===== src/rtl/if_program_loader.sv =====
// Debug loader feeding the IF instruction memory write port from a byte stream.
// Holds the PC in reset while loading; ends on HALT_WORD (done) or a full memory (error).
module if_program_loader #(
  parameter int                          NB_PC          = 32,
  parameter int                          NB_INSTRUCTION = 32,
  parameter int                          NB_MEM_WIDTH   = 8,
  parameter int                          IMEM_BYTES     = 1024,
  parameter logic [NB_INSTRUCTION-1:0]   HALT_WORD      = 32'hFFFFFFFF
) (
  input  logic                    i_clock,
  input  logic                    i_reset,
  input  logic                    i_start,
  input  logic                    i_rx_valid,
  input  logic [NB_MEM_WIDTH-1:0] i_rx_data,
  output logic                    o_rx_ready,
  output logic                    o_im_enable,
  output logic                    o_write_enable,
  output logic [NB_MEM_WIDTH-1:0] o_write_data,
  output logic [NB_PC-1:0]        o_write_addr,
  output logic                    o_pc_reset,
  output logic                    o_done,
  output logic                    o_error,
  output logic [NB_PC-1:0]        o_byte_count
);
  localparam int BPW    = NB_INSTRUCTION / NB_MEM_WIDTH;
  localparam int NB_SEL = (BPW > 1) ? $clog2(BPW) : 1;
  localparam int NB_ASM = NB_INSTRUCTION - NB_MEM_WIDTH;

  typedef enum logic [1:0] {IDLE, LOAD, DONE, ERROR} state_t;

  state_t                  r_state;
  logic [NB_PC-1:0]        r_addr;
  logic [NB_PC-1:0]        r_byte_count;
  logic [NB_ASM-1:0]       r_asm;
  logic                    r_wr_en;
  logic [NB_MEM_WIDTH-1:0] r_wr_data;
  logic [NB_PC-1:0]        r_wr_addr;
  logic                    r_done;
  logic                    r_error;

  logic                      w_accept;
  logic                      w_last;
  logic                      w_halt;
  logic                      w_full;
  logic [NB_INSTRUCTION-1:0] w_word;

  assign w_accept = i_rx_valid && (r_state == LOAD);
  assign w_word   = {r_asm, i_rx_data};
  assign w_last   = (r_addr[NB_SEL-1:0] == NB_SEL'(BPW - 1));
  assign w_halt   = w_last && (w_word == HALT_WORD);
  assign w_full   = (r_addr == NB_PC'(IMEM_BYTES - 1));

  always_ff @(posedge i_clock or posedge i_reset) begin
    if (i_reset) begin
      r_state      <= IDLE;
      r_addr       <= '0;
      r_byte_count <= '0;
      r_asm        <= '0;
      r_wr_en      <= 1'b0;
      r_wr_data    <= '0;
      r_wr_addr    <= '0;
      r_done       <= 1'b0;
      r_error      <= 1'b0;
    end else begin
      r_wr_en <= w_accept;
      if (w_accept) begin
        r_wr_data    <= i_rx_data;
        r_wr_addr    <= r_addr;
        r_addr       <= r_addr + 1'b1;
        r_byte_count <= r_addr + 1'b1;
        // Assembler only ever needs the leading bytes of the current word.
        r_asm        <= w_last ? '0 : NB_ASM'({r_asm, i_rx_data});
      end
      case (r_state)
        LOAD: begin
          if (w_accept && w_halt) begin
            r_state <= DONE;
            r_done  <= 1'b1;
          end else if (w_accept && w_full) begin
            r_state <= ERROR;
            r_error <= 1'b1;
          end
        end
        default: begin
          if (i_start) begin
            r_state      <= LOAD;
            r_addr       <= '0;
            r_byte_count <= '0;
            r_asm        <= '0;
            r_done       <= 1'b0;
            r_error      <= 1'b0;
          end
        end
      endcase
    end
  end

  // im_enable stays up one extra cycle so the final HALT byte still lands.
  assign o_rx_ready     = (r_state == LOAD);
  assign o_pc_reset     = (r_state == LOAD);
  assign o_im_enable    = (r_state == LOAD) || r_wr_en;
  assign o_write_enable = r_wr_en;
  assign o_write_data   = r_wr_data;
  assign o_write_addr   = r_wr_addr;
  assign o_done         = r_done;
  assign o_error        = r_error;
  assign o_byte_count   = r_byte_count;
endmodule


===== config.mk =====
export PLATFORM = sky130hd
export DESIGN_NAME = if_program_loader
export DESIGN_NICKNAME = d
export VERILOG_FILES = /design/src/rtl/if_program_loader.sv
export SDC_FILE = /design/constraint.sdc
export NUM_CORES = 1
export LEC_CHECK = 0
export CAP_MARGIN = 20
export CORE_MARGIN = 2
export CORE_UTILIZATION = 45
export CTS_CLUSTER_SIZE = 12
export DETAILED_ROUTE_END_ITERATION = 12
export PLACE_DENSITY = 0.7
export SYNTH_ARGS = -nofsm -noshare
export SYNTH_HDL_FRONTEND = slang
export SYNTH_SLANG_ARGS = --single-unit
export TNS_END_PERCENT = 20

===== constraint.sdc =====
create_clock -name i_clock -period 5.3 [get_ports i_clock]
set_input_delay 1.06 -clock i_clock [delete_from_list [all_inputs] [get_ports i_clock]]
set_output_delay 1.06 -clock i_clock [all_outputs]
set_load 0.005 [all_outputs]

-- Word level (Yosys, flattened, before mapping)
Index checks and enable logic that the tools add are counted.
- $add $sub $neg: 1
- eq/ne operators: 8
- multiplexer cells: 20
- reductions and logical operators: 9
- operators by type and width (operator ; number):
    $mux 32 ; 6
    $mux 24 ; 4
    $add 32x1->32 const B ; 1
    $eq 32x10->1 const B ; 1
    $eq 32x32->1 const B ; 1
    $mux 2 ; 4
    $mux 1 ; 6
    $logic_and 1x1->1 ; 4
    $ne 2x1->1 const B ; 2
    $reduce_and 2->1 ; 2
    $ne 3x1->1 const B ; 1
    $reduce_and 3->1 ; 1
    $eq 2x1->1 const B ; 1
    $eq 2x2->1 const B ; 1
    $ne 2x2->1 const B ; 1
    $reduce_bool 2->1 ; 1
    $logic_or 1x1->1 ; 1
- bits in registers: 133
- input bits: 12
- output and inout bits: 78
- word-level logic and storage cells: 47

-- Logic depth before layout (Yosys ltp)
Gate-level depths: netlist (run 1).
- depth after elaboration: 6
- mapped depth: 8
- gate-level depth less buffers: 6

-- Least setup slack after synthesis (run 1)
Ideal clock, no wire load.
- path kind: input to register
- start point: input i_rx_valid
- end point: register r_byte_count[10], in the netlist o_byte_count[10]
- library setup time: 0.137 ns
- data arrival time: 2.210 ns
- required time: 5.163 ns
- slack: 2.953 ns
- stages on the path: 6
- buffers on the path: 3
- cells stage by stage: nand3b_1 inv_1 clkbuf_1 buf_1 buf_1 a21oi_1
- longest elaborated chain between the ends: 4
- ends and longest elaborated chain (item ; RTL line ; RTL):
    from (decl) ; 13 ; input logic i_rx_valid,
    $logic_and 1x1->1 (*) ; 47 ; assign w_accept = i_rx_valid && (r_state == LOAD);
    $mux 32 (*) ; 66 ; if (w_accept) begin
    $mux 32 ; 85 ; if (i_start) begin
    $mux 32 (*) ; 74 ; case (r_state)
    to (signal assigned) ; 70 ; r_byte_count <= r_addr + 1'b1;
    to (decl) ; 33 ; logic [NB_PC-1:0] r_byte_count;
Every way passes the cells marked *; elsewhere a longest branch is shown, timed or not.
A chain may end at the register's enable or synchronous reset.

-- Worst setup path in the final report (run 1)
- start point: input i_rx_valid
- end point: register r_addr[28]
- longest elaborated chain between the ends: 4
- ends and longest elaborated chain (item ; RTL line ; RTL):
    $logic_and 1x1->1 (*) ; 47 ;
    $mux 32 (*) ; 66 ;
    $mux 32 ; 85 ;
    $mux 32 (*) ; 74 ;
    to (signal assigned) ; 69 ; r_addr <= r_addr + 1'b1;
    to (decl) ; 32 ; logic [NB_PC-1:0] r_addr;
Marked as above.

==> results.ini, run 1 <==
[logic_synthesis]
synthAdderAreaFrac_pct = 0.203
synth_top_area_share_pct = 54.0
synth_top_family_by_area = simple AND/OR/NAND/NOR gates
synthArstFlopShare_pct = 100
synth_edf_count = 0
synth_seq_area_share_pct = 54.0
synth_ff_type = dfrtp_1
synth_area_per_cell_um2 = 9.05
synth_compound_area_share_pct = 7.75
synthSimpleGateAreaFrac_pct = 25.4
netlist_instances = 681
syn_nets = 694
synth-xor-area-share_pct = 8.10
yosys.area.top_type = dfrtp_1
synthMuxAreaShare_pct = 0
ys_seq_elements = 133
syn-cell-area_um2 = 6160
ys.warnings.count = 0
synth_cell_types = 35
synth.area.top_cells = dfrtp_1 54%, nand2_1 8.4%, nor2_1 4.6%

[die]
die_y_um = 121
num_rows = 42
core_um2 = 13300
io_pins = 90
die_w_um = 121
die_area_um2 = 14600
start_util_pct = 46.4

[setup_path]
r2r_start = r_addr[0]
crit_buf_inv = 3
rr_worst_depth = 6
critPathTopFamily = buffers and inverters
r2r_setup_slack_ns = 2.73
worstPathRequired_ns = 5.56
cp_data_arrival_time_ns = 3.42
end_kind = flip-flop
r2r-end = r_addr[26]
start_kind = input port
slowest_delay_ns = 0.64
crit_path_max_fanout = 82
crit_chain = clkdlybuf4s50_1 > nand3b_1 > inv_2 > buf_4 > nand2_1 > nor4_1 > xnor2_1 > nor2_1
worstSetupPathType = in -> reg
cp_slowest_cell = buf_4

[global_route]
grt_usage_pct = 20.4
grt_max_degree = 83
grt_pass1_vias = 4784
grt_pass1_wl_um = 23600
antenna_found_initial = 0
grt_overflow = 0

[power_and_ir_drop]
vdd_ir_drop_max_mv = 0.245
power.density_nw_per_um2 = 365
p_leak_nw = 3.36

[cts]
cts_tree = yes
cts-root-buf = clkbuf_16
clock-sinks = 133
clk_latency_ns = 0.42
cts_buffers = 17
cts_resized = 0
cts_max_path_buffers = 2
clkTransAtPathRegs_ns = 0.05
postCtsSetupBuffers = 0
htreeDepth = 4
cts_hold_buffers = 0

[drt]
vias = 4936
drc_errors = 0
wirelength_um = 14000
firstDrtPassIters = 7
ant_nets = 0
avgRoutedWirePerCell_um = 15.2
viasPerCell = 5.35
initialDrtViolationCount = 283

[cells_and_area]
area_growth_syn_to_layout_pct = 24.1
multi_input_area_um2 = 2560
layout_common_cells = 138 x nand2_1, 133 x dfrtp_1, 89 x clkdlybuf4s50_1
num-fill-cells = 1198
diodes = 0
layout_commonest_cell = nand2_1
nNetsFinal = 747
seq_area_um2 = 3330
drive_gt1_share_pct = 5.35

[timing]
hold_ws_ns = 0.473
drv_slew = 0
hold_viol_final = 0
fmax_mhz = 316
layout_min_cycle_time_ns = 3.16
setup_tns_ns = 0
fin_crit_sh_pct = 59.6
finalSetupViolations = 0
skew_ns = 0.00756
grt_setup_unrepaired = false
max_slew_margin_pct = 38.6
setup_slack_ns = 2.14
worstMarginPinSlew_ns = 0.908

[flow_run]
cap_violations = 0

[placement]
hpwl_um = 9260
gp_congestion = 0.884
io_buffers = 89
preCtsSetupSlack_ns = 1.72

[worst_hold_path]
hold_end = o_write_data[1]
hold_depth = 2
hp-start = o_write_data[1]
hold_path.class = reg -> reg

[run_status]
status = finished, final reports clean

## state kept, by name, summed over array words and instances, names as in the netlist
name and flops:
r_asm 24, o_write_data 8, o_write_enable 1, o_error 1, r_state 2, o_done 1
o_write_addr 32, o_byte_count 32, r_addr 32
## worst max path at each step
stage          startpoint              end  slack, ns  cells past startpoint
2_1_floorplan     i_reset  o_byte_count[0]       0.69                      1
3_3_place_gp   i_rx_valid       r_addr[28]       1.88                      8
3_5_place_dp   i_rx_valid       r_addr[28]       1.72                      8
4_1_cts        i_rx_valid       r_addr[28]       2.17                      8
5_1_grt        i_rx_valid       r_addr[28]       1.95                      8
6_report       i_rx_valid       r_addr[28]       2.14                      8
## cell usage after synthesis, types with 12 or more instances
master / count
nor4_1: 17
buf_1: 12
nor2_1: 75
nor3b_1: 24
nand4_1: 25
o21ai_0: 26
xor2_1: 26
a21oi_1: 50
clkbuf_1: 37
xnor2_1: 31
dfrtp_1: 133
nand3_1: 18
nand2_1: 138
## logic make-up (layout without fill, tap and decap cells)
kind of cell	after synthesis	count (layout)
simple gates	332	332
buf+inv	69	135
xor+xnor	57	57
compound gates	89	89
fa+ha+maj	1	1
flops	133	133
## area by class of cell
cell class,instances,share of cell area [%]
clock buffer,29,6.81
clock inverter,3,0.524
inverter,6,0.327
multi-input combinational,479,33.5
sequential,133,43.5
tap,176,2.88
timing repair buffer,97,12.4
## routing by layer
metal | vias to the layer above | GRT usage, % | part of all wire, %
met5 | - | 0 | 0
met4 | 0 | 8.36 | 1.9
met3 | 23 | 4.46 | 3.9
met2 | 125 | 32.0 | 49
met1 | 2395 | 27.6 | 45
li1 | 2393 | - | -
## metrics by stage
| step | instance area (um2) | util, % | cells | total power [W] |
|---|---|---|---|---|
| after global routing | 7650 | 57.5 | 923 | 0.00294 |
| after floorplan | 6160 | - | 681 | 0.00150 |
| final | 7650 | 57.5 | 923 | 0.00279 |
| after global placement | 7090 | 53.3 | 891 | 0.00169 |
| after detailed placement | 7090 | 53.3 | 891 | 0.00171 |
| after CTS | 7650 | 57.5 | 923 | 0.00282 |
## power by group
| group | switching [W] | internal [W] |
|---|---|---|
| Combinational | 0.000202 | 0.000219 |
| Clock | 0.000400 | 0.000706 |
| Sequential | 0.000116 | 0.00115 |
| Total | 0.000718 | 0.00207 |
## worst register-to-register path, delay by kind of cell, from the launching register on
family	cells	cell delay, ns
fa+ha+maj	1	0.20
compound gates	1	0.14
simple gates	4	1.72
flops	1	0.44
Power figures use the tool's default switching activity.
==> run 2, diff against run 1 <==
--- a/config.mk
+++ b/config.mk
@@ -10,7 +10,7 @@
 export CORE_UTILIZATION = 45
 export CTS_CLUSTER_SIZE = 12
 export DETAILED_ROUTE_END_ITERATION = 12
-export PLACE_DENSITY = 0.7
+export PLACE_DENSITY = 0.73
 export SYNTH_ARGS = -nofsm -noshare
 export SYNTH_HDL_FRONTEND = slang
 export SYNTH_SLANG_ARGS = --single-unit
==> constraint.sdc (replaced) <==
create_clock -name i_clock -period 2.6 [get_ports i_clock]
set_input_delay 0.52 -clock i_clock [delete_from_list [all_inputs] [get_ports i_clock]]
set_output_delay 0.52 -clock i_clock [all_outputs]
set_load 0.005 [all_outputs]
==> results.ini, run 2 (synthesis results as in run 1) <==
[drt]
firstDrtPassIters = 4
ant_nets = 0
viasPerCell = 5.42
vias = 5092
initialDrtViolationCount = 365
drc_errors = 0
wirelength_um = 14500
avgRoutedWirePerCell_um = 15.4

[placement]
gp_congestion = 0.913
io_buffers = 89
hpwl_um = 9840
dp.cells = 908

[run_status]
status = finished, final reports clean

[die]
io_pins = 90
num_rows = 42
core_um2 = 13300
start_util_pct = 46.4
die_w_um = 121
die_y_um = 121
die_area_um2 = 14600

[timing]
grt_setup_unrepaired = false
layout_min_cycle_time_ns = 2.27
max_slew_margin_pct = 53.3
drv_slew = 0
setup_tns_ns = 0
hold_viol_final = 0
worstMarginPinSlew_ns = 0.699
skew_ns = 0.00661
fin_crit_sh_pct = 87.5
fmax_mhz = 440
finalSetupViolations = 0

[power_and_ir_drop]
vdd_ir_drop_max_mv = 0.397
totalPowerFinal_w = 0.00560
power.density_nw_per_um2 = 718
p_leak_nw = 3.45

[cts]
clock-sinks = 133
cts_resized = 0
clkTransAtPathRegs_ns = 0.05
htreeDepth = 4
postCtsSetupBuffers = 0
cts-root-buf = clkbuf_16
cts_tree = yes
cts_buffers = 17
clk_latency_ns = 0.41
cts_hold_buffers = 0
cts_max_path_buffers = 2

[setup_path]
crit_path_max_fanout = 6
r2r_start = r_addr[0]
critPathTopFamily = simple AND/OR/NAND/NOR gates
cp_slowest_cell = or4_4
end_kind = flip-flop
worstPathRequired_ns = 2.94
crit_buf_inv = 0
crit_path_frequent_cell = or3_1
crit_chain = ha_1 > nand3_1 > or3_1 > or4_4 > or3_1 > a21oi_1
worstSetupPathType = reg -> reg
rr_worst_depth = 6
r2r-end = r_addr[26]
slowest_delay_ns = 0.57
cp_data_arrival_time_ns = 2.61
start_kind = flip-flop
r2r_setup_slack_ns = 0.33

[cells_and_area]
num-fill-cells = 1135
layout_commonest_cell = nand2_1
nNetsFinal = 764
layout_common_cells = 138 x nand2_1, 133 x dfrtp_1, 89 x clkdlybuf4s50_1
diodes = 0
area_growth_syn_to_layout_pct = 26.6
drive_gt1_share_pct = 7.20
stdcell_count = 940

[worst_hold_path]
hold_path.class = in -> async

[global_route]
antenna_found_initial = 0
grt_usage_pct = 21.1
grt_pass1_wl_um = 24600
grt_overflow = 0
grt_max_degree = 84
grt_pass1_vias = 5046

[flow_run]
cap_violations = 0

run 2: per-stage QoR:
step / hold WS, ns / setup WS (ns) / area (um2) / utilization (%)
6_report: 0.393 / 0.326 / 7800 / 58.7
2_1_floorplan: 0.469 / 0.429 / 6170 / -
3_5_place_dp: 0.466 / 0.311 / 7280 / 54.7
5_1_grt: 0.413 / 0.192 / 7800 / 58.7
4_1_cts: 0.384 / 0.327 / 7800 / 58.7
3_3_place_gp: 0.458 / 0.395 / 7280 / 54.7
run 2: worst max path at each step:
| stage | depth (start not counted) | from | to | slack, ns |
|---|---|---|---|---|
| 4_1_cts | 6 | r_addr[0] | r_addr[26] | 0.33 |
| 3_3_place_gp | 9 | i_rx_valid | r_addr[28] | 0.39 |
| 6_report | 6 | r_addr[0] | r_addr[26] | 0.33 |
| 3_5_place_dp | 8 | i_rx_valid | o_byte_count[8] | 0.31 |
| 5_1_grt | 6 | r_addr[0] | r_addr[26] | 0.19 |
| 2_1_floorplan | 1 | i_reset | o_byte_count[0] | 0.43 |
run 2: final cells by class:
| class | count | area (um2) | share of cell area (%) |
|---|---|---|---|
| multi-input combinational | 479 | 2560 | 32.8 |
| clock buffer | 27 | 473 | 6.06 |
| clock inverter | 5 | 50.0 | 0.642 |
| timing repair buffer | 114 | 1140 | 14.6 |
| sequential | 133 | 3330 | 42.7 |
| tap | 176 | 220 | 2.82 |
| inverter | 6 | 26.3 | 0.337 |
run 2: layer usage:
metal	track usage [%]	up-vias	part of all wire (%)
met3	4.46	25	4.2
met2	34.4	128	50
li1	-	2432	-
met4	8.21	0	1.6
met1	27.7	2507	44
met5	0	-	0
run 2: worst reg2reg max path: cells and delay by family, from the launching register on:
kind,cells,cell delay [ns]
AND/OR/NAND/NOR,4,1.44
flip-flops,1,0.44
AO/OA/AOI/OAI,1,0.14
adder cells (fa/ha/maj),1,0.20
run 2: where the power goes:
group / internal [W] / switching [W]
logic: 0.000464 / 0.000423
registers: 0.00234 / 0.000230
clock network: 0.00133 / 0.000812
==> run 3, diff against run 2 <==
--- a/config.mk
+++ b/config.mk
@@ -6,7 +6,6 @@
 export NUM_CORES = 1
 export LEC_CHECK = 0
 export CAP_MARGIN = 20
-export CORE_MARGIN = 2
 export CORE_UTILIZATION = 45
 export CTS_CLUSTER_SIZE = 12
 export DETAILED_ROUTE_END_ITERATION = 12
==> results.ini, run 3 (synthesis results as in run 1) <==
[power_and_ir_drop]
totalPowerFinal_w = 0.00587
swShare_pct = 25.4
vdd_ir_drop_max_mv = 0.446
clkPwrFrac_pct = 41.2
p_sw_w = 0.00150
p_int_w = 0.00438
power.density_nw_per_um2 = 744
pwr-share-seq_pct = 43.7
p_leak_nw = 3.49
combPwrFrac_pct = 15.1

[setup_path]
endpoint = r_addr[26]
worstSetupPathType = reg -> reg
worstPathRequired_ns = 2.94
r2r-end = r_addr[26]
worstSetupStartpoint = r_addr[0]
start_kind = flip-flop
cp_data_arrival_time_ns = 2.66
crit_path_max_fanout = 6
rr_worst_depth = 6
r2r_start = r_addr[0]
end_kind = flip-flop
r2r_setup_slack_ns = 0.27

[drt]
wl_met1_um = 6380
initialDrtViolationCount = 273
avgRoutedWirePerCell_um = 15.4
wl_met3_um = 563
drc_errors = 0
ant_nets = 0
wirelength_um = 14600
routed-wl-met2_um = 7340
viasPerCell = 5.33
top_layer = met4
firstDrtPassIters = 5
vias = 5023

[timing]
layout_min_cycle_time_ns = 2.33
hold_viol_final = 0
fin_crit_sh_pct = 89.5
grt_setup_unrepaired = false
fmax_mhz = 430
drv_slew = 0
max_slew_margin_pct = 51.6
worstMarginPinSlew_ns = 0.725
skew_ns = 0.00601
finalSetupViolations = 0
setup_tns_ns = 0

[cells_and_area]
layout_commonest_cell = nand2_1
drive_gt1_share_pct = 8.22
diodes = 0
nNetsFinal = 766
num-fill-cells = 1101
layout_common_cells = 138 x nand2_1, 133 x dfrtp_1, 89 x clkdlybuf4s50_1
area_growth_syn_to_layout_pct = 28.1

[die]
die_y_um = 119
start_util_pct = 46.4
die_area_um2 = 14200
io_pins = 90
num_rows = 42
die_w_um = 119
core_um2 = 13300

[global_route]
antenna_found_initial = 0
grt_max_degree = 73
grt_pass1_wl_um = 24500
grt_usage_pct = 22.0
grt_pass1_vias = 5014
grt_overflow = 0

[placement]
gp_congestion = 0.830
io_buffers = 89
hpwl_um = 10000

[cts]
clkTransAtPathRegs_ns = 0.06
htreeDepth = 4
cts_buffers = 17
cts_max_path_buffers = 2
clock-sinks = 133
postCtsSetupBuffers = 0
cts-root-buf = clkbuf_16
cts_tree = yes
cts_resized = 0
cts_hold_buffers = 0
clk_latency_ns = 0.42

[flow_run]
cap_violations = 0

[run_status]
status = finished, final reports clean

[worst_hold_path]
hold_path.class = reg -> reg

[run 3: power groups by stage]
stage          combinational [W]  sequential (W)  clock (W)
4_1_cts                 0.000897         0.00257    0.00246
3_3_place_gp            0.000868         0.00259          0
6_report                0.000885         0.00257    0.00242
3_5_place_dp            0.000893         0.00260          0
2_1_floorplan           0.000551         0.00252          0
5_1_grt                 0.000994         0.00260    0.00256
[run 3: layout make-up]
| cell class | instances | area, um2 | area share, % |
|---|---|---|---|
| flip-flops and latches | 133 | 3330 | 42.2 |
| clock buffers | 23 | 478 | 6.05 |
| clock inverters | 9 | 125 | 1.58 |
| multi-input cells | 479 | 2560 | 32.4 |
| inverters | 6 | 26.3 | 0.333 |
| repair buffers | 116 | 1160 | 14.6 |
| well taps | 176 | 220 | 2.79 |
[run 3: per-layer routing]
metal | up-vias | track usage (%)
met3 | 22 | 4.36
met4 | 0 | 8.78
met5 | - | 0
met1 | 2446 | 28.3
li1 | 2434 | -
met2 | 121 | 36.5
[run 3: worst min path at each step]
stage	start	end	slack (ns)	cells after the start
6_report	o_write_addr[10]	o_write_addr[10]	0.47	2
5_1_grt	i_reset	r_asm[4]	0.50	2
4_1_cts	i_reset	r_asm[4]	0.48	2
3_5_place_dp	o_write_addr[8]	o_write_addr[8]	0.46	2
3_3_place_gp	o_write_addr[18]	o_write_addr[18]	0.46	2
2_1_floorplan	r_state[1]	r_state[1]	0.47	2
[run 3: metrics by stage]
| step | util, % | area, um2 | std cells | hold WS, ns | setup WS, ns |
|---|---|---|---|---|---|
| final | 59.4 | 7900 | 942 | 0.473 | 0.272 |
| after CTS | 59.4 | 7900 | 942 | 0.477 | 0.290 |
| after global placement | 54.8 | 7290 | 910 | 0.462 | 0.270 |
| after detailed placement | 54.8 | 7290 | 910 | 0.464 | 0.256 |
| after global routing | 59.4 | 7900 | 942 | 0.496 | 0.134 |
| after floorplan | - | 6170 | 681 | 0.469 | 0.429 |
[run 3: critical path, cell delays in order (launching register included)]
cell	delay [ns]
dfrtp_1	0.45
ha_1	0.21
nand3_1	0.15
or3_1	0.41
or4_4	0.56
or3_1	0.31
a21oi_1	0.15
